### src/rtl/ps2_key_source_if.sv
// Key stream bundle: PS/2 pins in, kv/kd/kr pop handshake and error pulses.
// The slave side is the keyboard front end, the master side drives the pins and kr.
interface ps2_key_source_if;
    logic       ps2_clk;
    logic       ps2_data;
    logic       kr;
    logic       kv;
    logic [7:0] kd;
    logic       frame_err;
    logic       ovf;

    modport master (
        output ps2_clk, ps2_data, kr,
        input  kv, kd, frame_err, ovf
    );

    modport slave (
        input  ps2_clk, ps2_data, kr,
        output kv, kd, frame_err, ovf
    );
endinterface

### src/rtl/ps2_key_source.sv
// PS/2 device-to-host receiver with frame checking, optional break stripping
// and a small scan-code FIFO exposed as the kv/kd/kr key stream.
module ps2_key_source #(
    parameter int FIFO_DEPTH = 4,
    parameter int TIMEOUT    = 2000,
    parameter bit DROP_BREAK = 1'b1
) (
    input  logic            clk,
    input  logic            rst_n,
    ps2_key_source_if.slave bus
);
    localparam int AW = (FIFO_DEPTH > 1) ? $clog2(FIFO_DEPTH) : 1;
    localparam int CW = AW + 1;
    localparam int TW = $clog2(TIMEOUT + 1);
    localparam logic [TW-1:0] TO_LAST = TW'(TIMEOUT - 1);
    localparam logic [CW-1:0] FULL_CNT = CW'(FIFO_DEPTH);

    typedef enum logic {IDLE, RECV} state_t;

    state_t        state_q, state_d;
    logic          c_s1_q, c_s1_d, c_s2_q, c_s2_d, c_p_q, c_p_d;
    logic          d_s1_q, d_s1_d, d_s2_q, d_s2_d;
    logic [3:0]    bit_q, bit_d;
    logic [7:0]    sh_q, sh_d;
    logic          par_q, par_d;
    logic [TW-1:0] to_q, to_d;
    logic          push_q, push_d;
    logic [7:0]    pdata_q, pdata_d;
    logic          ferr_q, ferr_d;
    logic          ovf_q, ovf_d;
    logic          brk_q, brk_d;
    logic [7:0]    mem_q [FIFO_DEPTH];
    logic [7:0]    mem_d [FIFO_DEPTH];
    logic [AW-1:0] wp_q, wp_d, rp_q, rp_d;
    logic [CW-1:0] cnt_q, cnt_d;

    logic fall, din, good, pop, full, wr;

    assign fall = c_p_q & ~c_s2_q;
    assign din  = d_s2_q;
    assign full = (cnt_q == FULL_CNT);
    assign pop  = bus.kr & (cnt_q != '0);
    assign wr   = push_q & (~full | pop);

    always_comb begin
        c_s1_d  = bus.ps2_clk;
        c_s2_d  = c_s1_q;
        c_p_d   = c_s2_q;
        d_s1_d  = bus.ps2_data;
        d_s2_d  = d_s1_q;
        state_d = state_q;
        bit_d   = bit_q;
        sh_d    = sh_q;
        par_d   = par_q;
        to_d    = to_q;
        push_d  = 1'b0;
        pdata_d = pdata_q;
        ferr_d  = 1'b0;
        brk_d   = brk_q;
        good    = 1'b0;
        unique case (state_q)
            IDLE: begin
                to_d = '0;
                if (fall && !din) begin
                    state_d = RECV;
                    bit_d   = 4'd1;
                    sh_d    = '0;
                    par_d   = 1'b0;
                end
            end
            RECV: begin
                if (fall) begin
                    to_d = '0;
                    unique case (1'b1)
                        (bit_q <= 4'd8): begin
                            sh_d  = {din, sh_q[7:1]};
                            par_d = par_q ^ din;
                            bit_d = bit_q + 4'd1;
                        end
                        (bit_q == 4'd9): begin
                            par_d = par_q ^ din;
                            bit_d = 4'd10;
                        end
                        default: begin
                            state_d = IDLE;
                            bit_d   = 4'd0;
                            good    = din & par_q;
                            ferr_d  = ~good;
                        end
                    endcase
                end else if (to_q >= TO_LAST) begin
                    state_d = IDLE;
                    bit_d   = 4'd0;
                    to_d    = '0;
                    ferr_d  = 1'b1;
                end else begin
                    to_d = to_q + 1'b1;
                end
            end
            default: state_d = IDLE;
        endcase
        // E0 prefixes pass untouched; F0 arms a drop of the following byte.
        if (good) begin
            pdata_d = sh_q;
            if (!DROP_BREAK || sh_q == 8'hE0) begin
                push_d = 1'b1;
            end else if (brk_q) begin
                brk_d = 1'b0;
            end else if (sh_q == 8'hF0) begin
                brk_d = 1'b1;
            end else begin
                push_d = 1'b1;
            end
        end
    end

    always_comb begin
        mem_d = mem_q;
        wp_d  = wp_q;
        rp_d  = rp_q;
        ovf_d = push_q & full & ~pop;
        if (wr) begin
            mem_d[wp_q] = pdata_q;
            wp_d        = wp_q + 1'b1;
        end
        if (pop) begin
            rp_d = rp_q + 1'b1;
        end
        cnt_d = cnt_q + CW'(wr) - CW'(pop);
    end

    always_ff @(posedge clk or negedge rst_n) begin
        if (!rst_n) begin
            c_s1_q  <= 1'b1;
            c_s2_q  <= 1'b1;
            c_p_q   <= 1'b1;
            d_s1_q  <= 1'b1;
            d_s2_q  <= 1'b1;
            state_q <= IDLE;
            bit_q   <= '0;
            sh_q    <= '0;
            par_q   <= 1'b0;
            to_q    <= '0;
            push_q  <= 1'b0;
            pdata_q <= '0;
            ferr_q  <= 1'b0;
            ovf_q   <= 1'b0;
            brk_q   <= 1'b0;
            wp_q    <= '0;
            rp_q    <= '0;
            cnt_q   <= '0;
            for (int i = 0; i < FIFO_DEPTH; i++) begin
                mem_q[i] <= '0;
            end
        end else begin
            c_s1_q  <= c_s1_d;
            c_s2_q  <= c_s2_d;
            c_p_q   <= c_p_d;
            d_s1_q  <= d_s1_d;
            d_s2_q  <= d_s2_d;
            state_q <= state_d;
            bit_q   <= bit_d;
            sh_q    <= sh_d;
            par_q   <= par_d;
            to_q    <= to_d;
            push_q  <= push_d;
            pdata_q <= pdata_d;
            ferr_q  <= ferr_d;
            ovf_q   <= ovf_d;
            brk_q   <= brk_d;
            wp_q    <= wp_d;
            rp_q    <= rp_d;
            cnt_q   <= cnt_d;
            mem_q   <= mem_d;
        end
    end

    assign bus.kv        = (cnt_q != '0);
    assign bus.kd        = (cnt_q != '0) ? mem_q[rp_q] : 8'h00;
    assign bus.frame_err = ferr_q;
    assign bus.ovf       = ovf_q;
endmodule

### src/flat_wrapper.sv
// flat-port wrapper written by rule: the top's interface ports become plain ports
module ps2_key_source_flat 
#(
    parameter int FIFO_DEPTH = 4,
    parameter int TIMEOUT    = 2000,
    parameter bit DROP_BREAK = 1'b1
)
  (clk, rst_n, bus_ps2_clk, bus_ps2_data, bus_kr, bus_kv, bus_kd, bus_frame_err, bus_ovf);
  ps2_key_source_if bus_i ();
  input  logic clk;
  input  logic rst_n;
  input wire logic [$bits(bus_i.ps2_clk)-1:0] bus_ps2_clk;
  input wire logic [$bits(bus_i.ps2_data)-1:0] bus_ps2_data;
  input wire logic [$bits(bus_i.kr)-1:0] bus_kr;
  output wire logic [$bits(bus_i.kv)-1:0] bus_kv;
  output wire logic [$bits(bus_i.kd)-1:0] bus_kd;
  output wire logic [$bits(bus_i.frame_err)-1:0] bus_frame_err;
  output wire logic [$bits(bus_i.ovf)-1:0] bus_ovf;
  assign bus_i.ps2_clk = bus_ps2_clk;
  assign bus_i.ps2_data = bus_ps2_data;
  assign bus_i.kr = bus_kr;
  assign bus_kv = bus_i.kv;
  assign bus_kd = bus_i.kd;
  assign bus_frame_err = bus_i.frame_err;
  assign bus_ovf = bus_i.ovf;
  ps2_key_source #(.FIFO_DEPTH(FIFO_DEPTH), .TIMEOUT(TIMEOUT), .DROP_BREAK(DROP_BREAK)) u_core (.clk(clk), .rst_n(rst_n), .bus(bus_i));
endmodule
### config.mk
export PLATFORM = sky130hd
export DESIGN_NAME = ps2_key_source_flat
export DESIGN_NICKNAME = d
export VERILOG_FILES = /design/src/rtl/ps2_key_source_if.sv /design/src/rtl/ps2_key_source.sv /design/src/flat_wrapper.sv
export SDC_FILE = /design/constraint.sdc
export NUM_CORES = 1
export LEC_CHECK = 0
export CAP_MARGIN = 30
export CORE_MARGIN = 3
export CORE_UTILIZATION = 24
export DETAILED_ROUTE_END_ITERATION = 7
export SLEW_MARGIN = 5
export SYNTH_ARGS = -nofsm -noshare
export SYNTH_HDL_FRONTEND = slang
export SYNTH_SLANG_ARGS = --single-unit
### constraint.sdc
create_clock -name clk -period 1.74 [get_ports clk]
set_input_delay 0.348 -clock clk [delete_from_list [all_inputs] [get_ports clk]]
set_output_delay 0.348 -clock clk [all_outputs]
set_load 0.01 [all_outputs]
# [Word-level counts from Yosys, hierarchy flattened]
# Cells that the tools add are included.
[op_classes] n_addsub=6 n_eq_ne=9 n_bitwise=16 magnitude_cmp=5 n_mux=41 n_reduce_logical=9
[ops] operator="8-bit 2-to-1 mux" count=7
[ops] operator="32-bit bitwise mux" count=1
[ops] operator="11-bit 2-to-1 mux" count=2
[ops] operator="11-bit one-hot mux with 2 select lines" count=1
[ops] operator="1-bit 2-to-1 mux" count=20
[ops] operator="8-bit binary-select mux with 2-bit select" count=1
[ops] operator="8-bit demux with 2-bit select" count=1
[ops] operator="8-bit equality test (second input constant)" count=2
[ops] operator="4-bit one-hot mux with 2 select lines" count=2
[ops] operator="8-bit one-hot mux with 2 select lines" count=1
[ops] operator="4-bit 2-to-1 mux" count=3
[ops] operator="11-bit by 1-bit adder with 11-bit output (second input constant)" count=1
[ops] operator="11-bit greater-or-equal comparator (second input constant)" count=1
[ops] operator="1-bit AND" count=6
[ops] operator="3-bit greater-or-equal comparator (second input constant)" count=2
[ops] operator="2-bit inequality test (second input constant)" count=3
[ops] operator="1-bit inverter" count=6
[ops] operator="2-bit inverter with 3-bit output" count=2
[ops] operator="3-bit AND reduction" count=2
[ops] operator="2-bit by 1-bit adder with 2-bit output (second input constant)" count=2
[ops] operator="4-bit by 1-bit adder with 4-bit output (second input constant)" count=1
[ops] operator="4-bit equality test (second input constant)" count=1
[ops] operator="4-bit less-or-equal comparator (second input constant)" count=1
[ops] operator="1-bit one-hot mux with 2 select lines" count=2
[ops] operator="13 further kinds" count=15
[totals] wordCells=108 inputBits=5 ff_bits=81

# [Longest topological paths before layout]
# Gate-level depths: netlist of the first run.
[logic_depth] word_depth=6 mapped_depth=8

# [Least setup slack after synthesis of the first run]
# Ideal clock, no wire load.
[synth_path] kind="reg-to-reg" startpoint="register u_core.cnt_q[2]" endpoint="register u_core.cnt_q[2]" path_stages_with_launch=9 setup_time_ps=125 path_buffers=1 slack_ps=-90 arrival_ps=1705 synth_period_minus_slack_ps=1830 required_ps=1615 path_cell_list="dfrtp_1 > nor4b_1 > nor2b_1 > buf_2 > ha_1 > inv_1 > fa_1 > xnor2_1 > xnor2_1"
[synth_between] elab_chain_cells=6 word_cells_on_any_way=8 classes_between="2 x add/sub; 1 x eq/ne; 4 x bitwise; 1 x reduce/logical"
[synth_rtl] element="start: declaration" line_no="ps2_key_source.sv:35" source="logic [CW-1:0] cnt_q, cnt_d;"
[synth_rtl] element="start signal: assignment" line_no="ps2_key_source.sv:173" source="cnt_q <= cnt_d;"
[synth_rtl] element="3-bit nonzero test / 3-bit equality test (equally long branches)" line_no="ps2_key_source.sv:42, ps2_key_source.sv:41"
[synth_rtl] element="1-bit AND / 1-bit inverter (equally long branches)" line_no="ps2_key_source.sv:42, ps2_key_source.sv:43"
[synth_rtl] element="1-bit OR *" line_no="ps2_key_source.sv:43" source="assign wr = push_q & (~full | pop);"
[synth_rtl] element="1-bit AND *" line_no="ps2_key_source.sv:43"
[synth_rtl] element="via u_core.wr" line_no="ps2_key_source.sv:37" source="logic fall, din, good, pop, full, wr;"
[synth_rtl] element="3-bit by 1-bit adder with 3-bit output *" line_no="ps2_key_source.sv:129" source="cnt_d = cnt_q + CW'(wr) - CW'(pop);"
[synth_rtl] element="3-bit by 1-bit subtractor with 3-bit output *" line_no="ps2_key_source.sv:129"
[synth_rtl] element="via u_core.cnt_d[2]" line_no="ps2_key_source.sv:35"
# The timed path passes the listed nets; every way through them passes the cells marked *.
# A chain may end at the register's enable or synchronous reset.

# [Worst setup path in the final report of the first run]
[layout_path] startpoint="register u_core.rp_q[0]" endpoint="output bus_kd[6]"
[layout_between] elab_chain_cells=5
[layout_rtl] element="start: declaration" line_no="ps2_key_source.sv:34" source="logic [AW-1:0] wp_q, wp_d, rp_q, rp_d;"
[layout_rtl] element="start signal: assignment" line_no="ps2_key_source.sv:172" source="rp_q <= rp_d;"
[layout_rtl] element="2-bit inverter with 3-bit output (implied by the code)" line_no="ps2_key_source.sv:179" source="assign bus.kd = (cnt_q != '0) ? mem_q[rp_q] : 8'h00;"
[layout_rtl] element="8-bit binary-select mux with 2-bit select" line_no="ps2_key_source.sv:179"
[layout_rtl] element="8-bit 2-to-1 mux (implied by the code) (2 in a row)" line_no="ps2_key_source.sv:179"
[layout_rtl] element="8-bit 2-to-1 mux" line_no="ps2_key_source.sv:179"
[layout_rtl] element="end: declaration" line_no="flat_wrapper.sv:16" source="output wire logic [$bits(bus_i.kd)-1:0] bus_kd;"
# Every way passes these cells. The select of a mux whose other input is x is not followed.

==> results of run 1 <==
==> cell usage in the layout, fill, tap and decap left out, drive strengths merged, types with 2 or more instances in the layout <==
cell           Yosys  routed
clkbuf             4      10
nand4              6       6
dfrtp             76      76
a31oi              2       2
mux4               8       8
mux2              42      42
nand2             29      29
nand3              3       3
or3                2       2
inv                9      11
a32o               3       3
xnor2              6       6
xor2               7       7
a21oi              5       5
o21ai             13      13
nor2b              2       2
nor4b              2       2
ha                10      10
bufinv             0       2
clkdlybuf4s50      0       4
and3               2       2
nor3b              2       2
dfstp              5       5
buf                7      41
nor2              17      17
and2              11      11
==> synth_stat cells, types with 5 or more instances <==
library cell,instances,area share (%)
xor2_1,7,1.6
ha_1,10,3.3
dfstp_2,5,3.5
o21ai_0,6,0.80
mux2_2,42,13
buf_2,5,0.67
xnor2_1,6,1.4
nand4_1,6,1.0
inv_1,9,0.90
a21oi_1,5,0.67
dfrtp_1,76,51
nor2_1,17,1.7
nand2_1,25,2.5
and2_1,11,1.8
mux4_2,8,4.8
==> kinds of logic (layout without fill, tap and decap cells) <==
group	Yosys count	count (layout)	share of synthesized area (%)
compound gates	33	33	6.09
xor+xnor	13	13	3.04
fa+ha+maj	11	11	3.88
buf+inv	20	71	2.57
flops	81	81	54.3
mux	51	51	17.7
simple gates	85	85	12.4
==> worst max-delay path by stage <==
stage	endpoint	slack, ps	depth (start not counted)
2_1_floorplan	u_core.cnt_q[1]	-20	7
3_3_place_gp	u_core.mem_q[28]	-350	6
3_5_place_dp	u_core.cnt_q[2]	-380	8
4_1_cts	bus_kd[5]	-320	4
5_1_grt	bus_kd[6]	-350	4
6_report	bus_kd[6]	-290	4
==> through the flow <==
step                      utilization [%]  TNS, ps  setup WS [ps]  area [µm²]
after floorplan                         -    -37.7          -21.5        3740
after global placement               28.1   -14080           -351        4270
after detailed placement             28.1   -14530           -378        4270
after CTS                            30.8    -2550           -322        4690
after global routing                 32.1    -3270           -353        4880
final                                32.1    -2340           -285        4880
==> state kept, by name, summed over array words and instances, names as in the netlist, 2 cells and up <==
name,flops
u_core.pdata_q,8
u_core.to_q,11
u_core.cnt_q,3
u_core.bit_q,4
u_core.mem_q,32
u_core.wp_q,2
u_core.rp_q,2
u_core.sh_q,8
==> power by group through the flow <==
stage                     sequential (µW)  clock (µW)  combinational, µW
after global routing                 2270        2180               1560
after detailed placement             2250           0               1090
after CTS                            2220        2100               1230
final                                2240        2060               1420
after floorplan                      2190           0                650
after global placement               2240           0               1060
==> layout make-up <==
cell class	count	area, µm²	share of cell area, %
tap	188	235	4.82
timing repair buffer	47	455	9.33
clock inverter	5	86.3	1.77
clock buffer	10	239	4.89
sequential	81	2030	41.7
multi-input combinational	193	1800	36.8
inverter	9	33.8	0.692
==> routing by layer <==
| layer | global-route usage (%) | part of all wire [%] | vias to the layer above |
|---|---|---|---|
| li1 | - | - | 1137 |
| met1 | 11.3 | 45 | 1215 |
| met2 | 14.9 | 51 | 28 |
| met3 | 2.64 | 3.4 | 11 |
| met4 | 2.72 | 1.1 | 0 |
| met5 | 0 | 0 | - |
==> repair_timing <==
action,in CTS,in global routing
setup buffers,2,7
pin swaps,12,9
gates cloned,0,1
hold endpoints to repair,18,0
endpoints found under the setup margin,44,55
hold buffers,1,0
gates resized for setup,61,36
==> flow_metrics.tcl, run 1 <==
set metrics [dict create \
    finalSetupViolCount 11 \
    power.switching_uw 1600 \
    die_height_um 131 \
    routed_via_density 4.49 \
    slowest_stage "mux4_2" \
    crit_family "multiplexers" \
    grt_pass1_wl_um 12200 \
    async_flop_share_pct 100 \
    hold_slack_ps 354 \
    combPwrFrac_pct 24.9 \
    rows 45 \
    fin_skew_ps 11.8 \
    p_leak_uw 0.00222 \
    yosys_warnings 0 \
    power.density_nw_per_um2 1170 \
    start_kind "flop" \
    min_to "u_core.d_s2_q" \
    clk_pin_slew_ps 60 \
    synth-edff-count 0 \
    ff2ff_path_depth 8 \
    max_slew.worst_pin.slew_ps 438 \
    place_inst 508 \
    relSlewSlack_pct 70.3 \
    grt_pass1_vias 2483 \
    power.share.clock_pct 36.0 \
    regToRegEndpoint "u_core.cnt_q[2]" \
    drc 0 \
    crit_chain "buf_12 -> mux4_2 -> and2_1 -> buf_2" \
    endpoint_kind "output port" \
    critical_path_class "reg -> out" \
    cp.arrival_ps 1680 \
    place.gp.congestion 0.790 \
    grt_max_degree 38 \
    r2r_slack_ps -130 \
    cts_tree "done" \
    finalHoldViolCount 0 \
    ys_seq_area_share_pct 54.3 \
    synth.distinct_cells 50 \
    dieArea_um2 17100 \
    synth_area_per_cell_um2 12.7 \
    worstPathMaxFanout 7 \
    drv_cap 0 \
    fillers 1483 \
    cts_sinks 81 \
    syn_to_final_growth_pct 30.5 \
    die_w_um 131 \
    diodes 0 \
    start_util_pct 24.6 \
    cts_made_buffers 9 \
    syn_nets 310 \
    grt_use_total_pct 8.95 \
    clock-root-buffer "clkbuf_16" \
    nets 357 \
    finalWirelength_um 7410 \
    violations "negative setup slack" \
    clock_latency_ps 340 \
    ant_nets 0 \
    ys_ff_latch 81 \
    syn-cell-area_um2 3740 \
    io_pins 16 \
    ir_worst_vdd_uv 435 \
    syn_inst 294 \
    drive_above_1_share_pct 42.6 \
    power_uw 5730 \
    instances_no_fill 533 \
    layout_setup_ws_ps -285 \
    maxSlewViolCount 0 \
    crit_required_ps 1390 \
    intPower_uw 4130 \
    critPathBufInv 2 \
    vias 2391 \
    seqPwrFrac_pct 39.2 \
    fmax_mhz 494 \
    synthFlopType "dfrtp_1" \
    portBuffers 15 \
    hpwlAfterDp_um 4860 \
    whs_path_depth 0 \
    crit_path_start "u_core.rp_q[0]" \
    core_um2 15200 \
    hold_class "reg -> reg" \
    status "complete, but fails checks" \
    fin_crit_sh_pct 116 \
    htreeDepth 3 \
    min_period_ps 2030 \
    p_sw_share_pct 27.9 \
    drt_pass1_iterations 4 \
    cts_buffer_depth 2 \
    rsz0062_at_grt "yes" \
    overflow 0 \
    drtIter0Drc 133 \
    critPathMaxStageDelay_ps 500 \
    wl_per_cell_um 13.9 \
    reg2reg_from "u_core.cnt_q[1]" \
    antenna_found_initial 0 \
    hp-start "u_core.d_s1_q" \
]
(Power assumes the default switching activity.)
==> run 2: changes to the inputs <==
--- a/config.mk
+++ b/config.mk
@@ -9,6 +9,7 @@
 export CORE_MARGIN = 3
 export CORE_UTILIZATION = 24
 export DETAILED_ROUTE_END_ITERATION = 7
+export SETUP_SLACK_MARGIN = 0.4
 export SLEW_MARGIN = 5
 export SYNTH_ARGS = -nofsm -noshare
 export SYNTH_HDL_FRONTEND = slang
==> run 2 against run 1 <==
The run still ends with negative setup slack left. Non-clock buffer count grew 33. Clock skew shrank 6.7 ps. Maximum frequency shrank 2.5%. Register-to-register slack lost 30 ps. Critical endpoint is now bus_kd[5]. Largest cell class is now multi-input gates.
==> flow_metrics.tcl, run 2 (same netlist as run 1, synthesis figures left out) <==
set metrics [dict create \
    place.gp.congestion 0.779 \
    nets 391 \
    antenna_found_initial 0 \
    dieArea_um2 17100 \
    overflow 0 \
    clk_pin_slew_ps 60 \
    clock-root-buffer "clkbuf_16" \
    fin_util_pct 36.8 \
    crit_required_ps 1390 \
    drv_cap 0 \
    power.density_nw_per_um2 1100 \
    power_uw 6180 \
    final_common_cell "dfrtp_1" \
    endpoint_kind "output port" \
    layout_setup_ws_ps -337 \
    worstPathMaxFanout 5 \
    pre_cts_ws_ps -424 \
    p_leak_uw 0.00260 \
    largest_reg_flops 32 \
    violations "negative setup slack" \
    ir_worst_vdd_uv 854 \
    relSlewSlack_pct 65.5 \
    hold_slack_ps 355 \
    vias 2560 \
    start_util_pct 24.6 \
    grt_use_total_pct 10.8 \
    cts_buffer_depth 2 \
    biggestRegsByFlops "u_core.mem_q: 32 flops, u_core.to_q: 11 flops" \
    routed_via_density 4.51 \
    finalHoldViolCount 0 \
    fin_crit_sh_pct 119 \
    cts_made_buffers 9 \
    fin_skew_ps 5.18 \
    die_height_um 131 \
    syn_to_final_growth_pct 49.6 \
    hold_class "reg -> reg" \
    io_pins 16 \
    finalWirelength_um 8700 \
    core_um2 15200 \
    drive_above_1_share_pct 56.3 \
    maxSlewViolCount 0 \
    cts_tree "done" \
    drt_pass1_iterations 4 \
    fmax_mhz 481 \
    status "complete, but fails checks" \
    final_cell_mix "dfrtp_1 (73), mux2_4 (42), buf_4 (37), buf_6 (26), nand2_1 (20)" \
    drtIter0Drc 137 \
    max_slew.worst_pin.slew_ps 517 \
    hpwlAfterDp_um 4930 \
    die_w_um 131 \
    critical_path_class "reg -> out" \
    ant_nets 0 \
    grt_pass1_vias 2735 \
    cts_sinks 81 \
    top_register "u_core.mem_q" \
    finalSetupViolCount 11 \
    drc 0 \
    htreeDepth 3 \
    portBuffers 15 \
    grt_max_degree 38 \
    rows 45 \
    setup_tns_ps -2840 \
    diodes 0 \
    clock_latency_ps 340 \
    rsz0062_at_grt "yes" \
    cp.arrival_ps 1730 \
    grt_pass1_wl_um 14500 \
    wl_per_cell_um 15.3 \
    min_period_ps 2080 \
    start_kind "flop" \
]
[run 2: cell count changes in the layout (fill, tap and decap cells not counted), sizes merged]
| cell | previous run | this run |
|---|---|---|
| clkbuf | 10 | 11 |
| clkdlybuf4s15 | 0 | 2 |
| clkinvlp | 0 | 2 |
| bufinv | 2 | 1 |
| buf | 41 | 74 |
| inv | 11 | 10 |
| a32o | 3 | 4 |
| clkdlybuf4s50 | 4 | 2 |
[run 2: worst max-delay path, cell delays in order, from the launching register on]
cell and delay, ps:
dfrtp_1 380, buf_12 120, buf_12 110, mux4_2 500, and2_1 150, buf_2 130
[run 2: final cells by class]
cell class | instances | area (µm²)
clock inverter | 5 | 62.6
clock buffer | 11 | 253
multi-input combinational | 194 | 2180
fill | 1440 | 9600
timing repair buffer | 80 | 797
sequential | 81 | 2040
inverter | 9 | 33.8
tap | 188 | 235
[run 2: what timing repair did]
item	in CTS	in global routing
endpoints found under the setup margin	84	85
endpoints found under the hold margin	18	0
setup buffers	24	14
cloned	3	1
pin swaps	36	19
gates resized for setup	142	28
hold buffers	1	0
[run 2: path summary, 6_finish.rpt]
path | slack (ps) | from | cells after the start | to
setup / recovery | -340 | u_core.rp_q[0] | 5 | bus_kd[5]
hold / removal | 360 | u_core.c_s1_q | 0 | u_core.c_p_d
setup reg to reg | -160 | u_core.cnt_q[1] | 8 | u_core.cnt_q[2]
hold reg to reg | 360 | u_core.c_s1_q | 0 | u_core.c_p_d
max in group asynchronous | 620 | rst_n | 3 | u_core.d_s2_q
min in group asynchronous | 530 | rst_n | 2 | u_core.to_q[1]
[run 2: metrics by stage]
stage	std cells	instance area, µm²
floorplan	294	3900
global placement	509	4400
detailed placement	509	4400
CTS	553	5380
global route	568	5600
finish	568	5600
[run 2: power breakdown]
group          internal, µW  total [µW]  leakage, µW  switching (µW)
Sequential             2050        2260      0.00108             216
Clock                  1200        1970     0.000148             775
Combinational          1140        1950      0.00138             808
[run 2: metal layers]
layer	GRT usage (%)	routed length, µm
met3	3.05	256
met5	0	0
met4	2.90	121
met1	13.2	3810
met2	18.7	4510
==> run 3: changes to the inputs <==
--- a/config.mk
+++ b/config.mk
@@ -6,9 +6,9 @@
 export NUM_CORES = 1
 export LEC_CHECK = 0
 export CAP_MARGIN = 30
-export CORE_MARGIN = 3
-export CORE_UTILIZATION = 24
+export CORE_UTILIZATION = 44
 export DETAILED_ROUTE_END_ITERATION = 7
+export PLACE_DENSITY = 0.74
 export SETUP_SLACK_MARGIN = 0.4
 export SLEW_MARGIN = 5
 export SYNTH_ARGS = -nofsm -noshare
==> run 3 against run 2 <==
The run still ends with negative setup slack left. Worst hold slack improved by 2.1 ps. Utilization increased by 28 points. Die area fell by 48%. Critical path depth did not move. Total power down 10%. Sequential share of layout area is 2.1 points higher. Non-clock buffer count is 1 lower.
==> flow_metrics.tcl, run 3 (same netlist as run 1, synthesis figures left out) <==
set metrics [dict create \
    power.density_nw_per_um2 1050 \
    drtIter0Drc 95 \
    postPlaceCellArea_um2 4320 \
    relSlewSlack_pct 70.9 \
    wl_per_cell_um 17.1 \
    p_sw_share_pct 29.6 \
    worstPathMaxFanout 4 \
    htreeDepth 3 \
    largest_reg_flops 32 \
    diodes 0 \
    power.share.clock_pct 26.3 \
    slowest_stage "mux4_2" \
    hold_slack_ps 357 \
    cts_buffer_depth 2 \
    rows 33 \
    nets 391 \
    grt_pass1_vias 2734 \
    syn_to_final_growth_pct 41.5 \
    drc 0 \
    cts_made_buffers 9 \
    antenna_found_initial 0 \
    intPower_uw 3900 \
    core_um2 8220 \
    maxSlewViolCount 0 \
    crit_required_ps 1390 \
    biggestRegsByFlops "u_core.mem_q: 32 flops, u_core.to_q: 11 flops" \
    start_kind "flop" \
    finalHoldViolCount 0 \
    power.switching_uw 1640 \
    clock-root-buffer "clkbuf_8" \
    endpoint_kind "output port" \
    combPwrFrac_pct 32.8 \
    final_common_cell "dfrtp_1" \
    drt_pass1_iterations 4 \
    max_slew.worst_pin.slew_ps 437 \
    start_util_pct 45.5 \
    p_leak_uw 0.00255 \
    fmax_mhz 477 \
    die_w_um 94.2 \
    clk_pin_slew_ps 80 \
    finalSetupViolCount 44 \
    cp.arrival_ps 1750 \
    seqPwrFrac_pct 40.9 \
    routed_via_density 5.38 \
    status "complete, but fails checks" \
    io_pins 16 \
    rsz0062_at_grt "yes" \
    vias 2608 \
    layout_setup_ws_ps -358 \
    fin_crit_sh_pct 121 \
    drive_above_1_share_pct 55.8 \
    ir_worst_vdd_uv 595 \
    pre_cts_ws_ps -414 \
    place.gp.congestion 0.771 \
    crit_chain "buf_6 -> buf_6 -> mux4_2 -> and2_4 -> buf_6" \
    final_cell_mix "dfrtp_1 (72), mux2_4 (42), buf_4 (42), buf_6 (26), nand2_1 (18)" \
    dieArea_um2 8880 \
    hold_class "reg -> reg" \
    cpMostUsedCell "buf_6" \
    grt_pass1_wl_um 13400 \
    grt_use_total_pct 20.0 \
    final_area_um2 5300 \
    top_register "u_core.mem_q" \
    fin_skew_ps 7.86 \
    cts_tree "done" \
    die_height_um 94.2 \
    critPathMaxStageDelay_ps 500 \
    hpwlAfterDp_um 4800 \
    drv_cap 0 \
    cts_sinks 81 \
    clock_latency_ps 350 \
    ant_nets 0 \
    grt_max_degree 32 \
    overflow 0 \
    critical_path_class "reg -> out" \
    finalWirelength_um 8300 \
    power_uw 5540 \
    min_period_ps 2100 \
    portBuffers 15 \
    violations "negative setup slack" \
]
[run 3: metal layers]
metal  wire, µm  track usage, %
met1       3410            23.0
met2       4480            35.6
met3        247            5.66
met4        155            6.28
met5          0               0
[run 3: per-stage QoR]
step	std cells	utilization, %	TNS, ps
detailed placement	428	52.5	-15810
floorplan	294	-	0
global route	485	64.5	-9140
global placement	428	52.5	-14400
CTS	470	61.6	-2970
finish	485	64.5	-4950
[run 3: final timing paths]
path                                       from          endpoint  slack (ps)  cells after the start
worst max-delay path             u_core.rp_q[0]         bus_kd[6]        -360                      5
worst min-delay path              u_core.d_s1_q     u_core.d_s2_q         360                      0
worst max register to register  u_core.cnt_q[1]   u_core.cnt_q[2]        -140                      8
worst min register to register    u_core.d_s1_q     u_core.d_s2_q         360                      0
max in group asynchronous                 rst_n      u_core.c_p_d         670                      3
min in group asynchronous                 rst_n  u_core.mem_q[16]         470                      2
[run 3: timing repair]
action / CTS / global route
pin swaps: 35 / 22
setup buffers: 22 / 14
hold buffers: 1 / 0
endpoints found under the hold margin: 27 / 0
endpoints found under the setup margin: 84 / 83
gates cloned: 3 / 1
resized for setup: 131 / 28
[run 3: cell type report]
| cell class | count | area [µm²] |
|---|---|---|
| clock buffers | 13 | 169 |
| clock inverters | 3 | 46.3 |
| fillers | 566 | 2920 |
| inverters | 9 | 36.3 |
| multi-input cells | 195 | 2150 |
| flip-flops and latches | 81 | 2040 |
| well taps | 105 | 131 |
| repair buffers | 79 | 722 |
[run 3: worst max-delay path: cells and delay by family (launching register included)]
kind	cells	cell delay, ps
muxes	1	500
DFF	1	390
buffers and inverters	3	330
and+or+nand+nor	1	180
[run 3: power by group through the flow]
stage	registers, µW	logic, µW	clock network (µW)
after CTS	2250	1580	1500
after global routing	2280	1950	1590
after detailed placement	2300	1090	0
after global placement	2290	1060	0
final	2260	1820	1460
after floorplan	2220	776	0
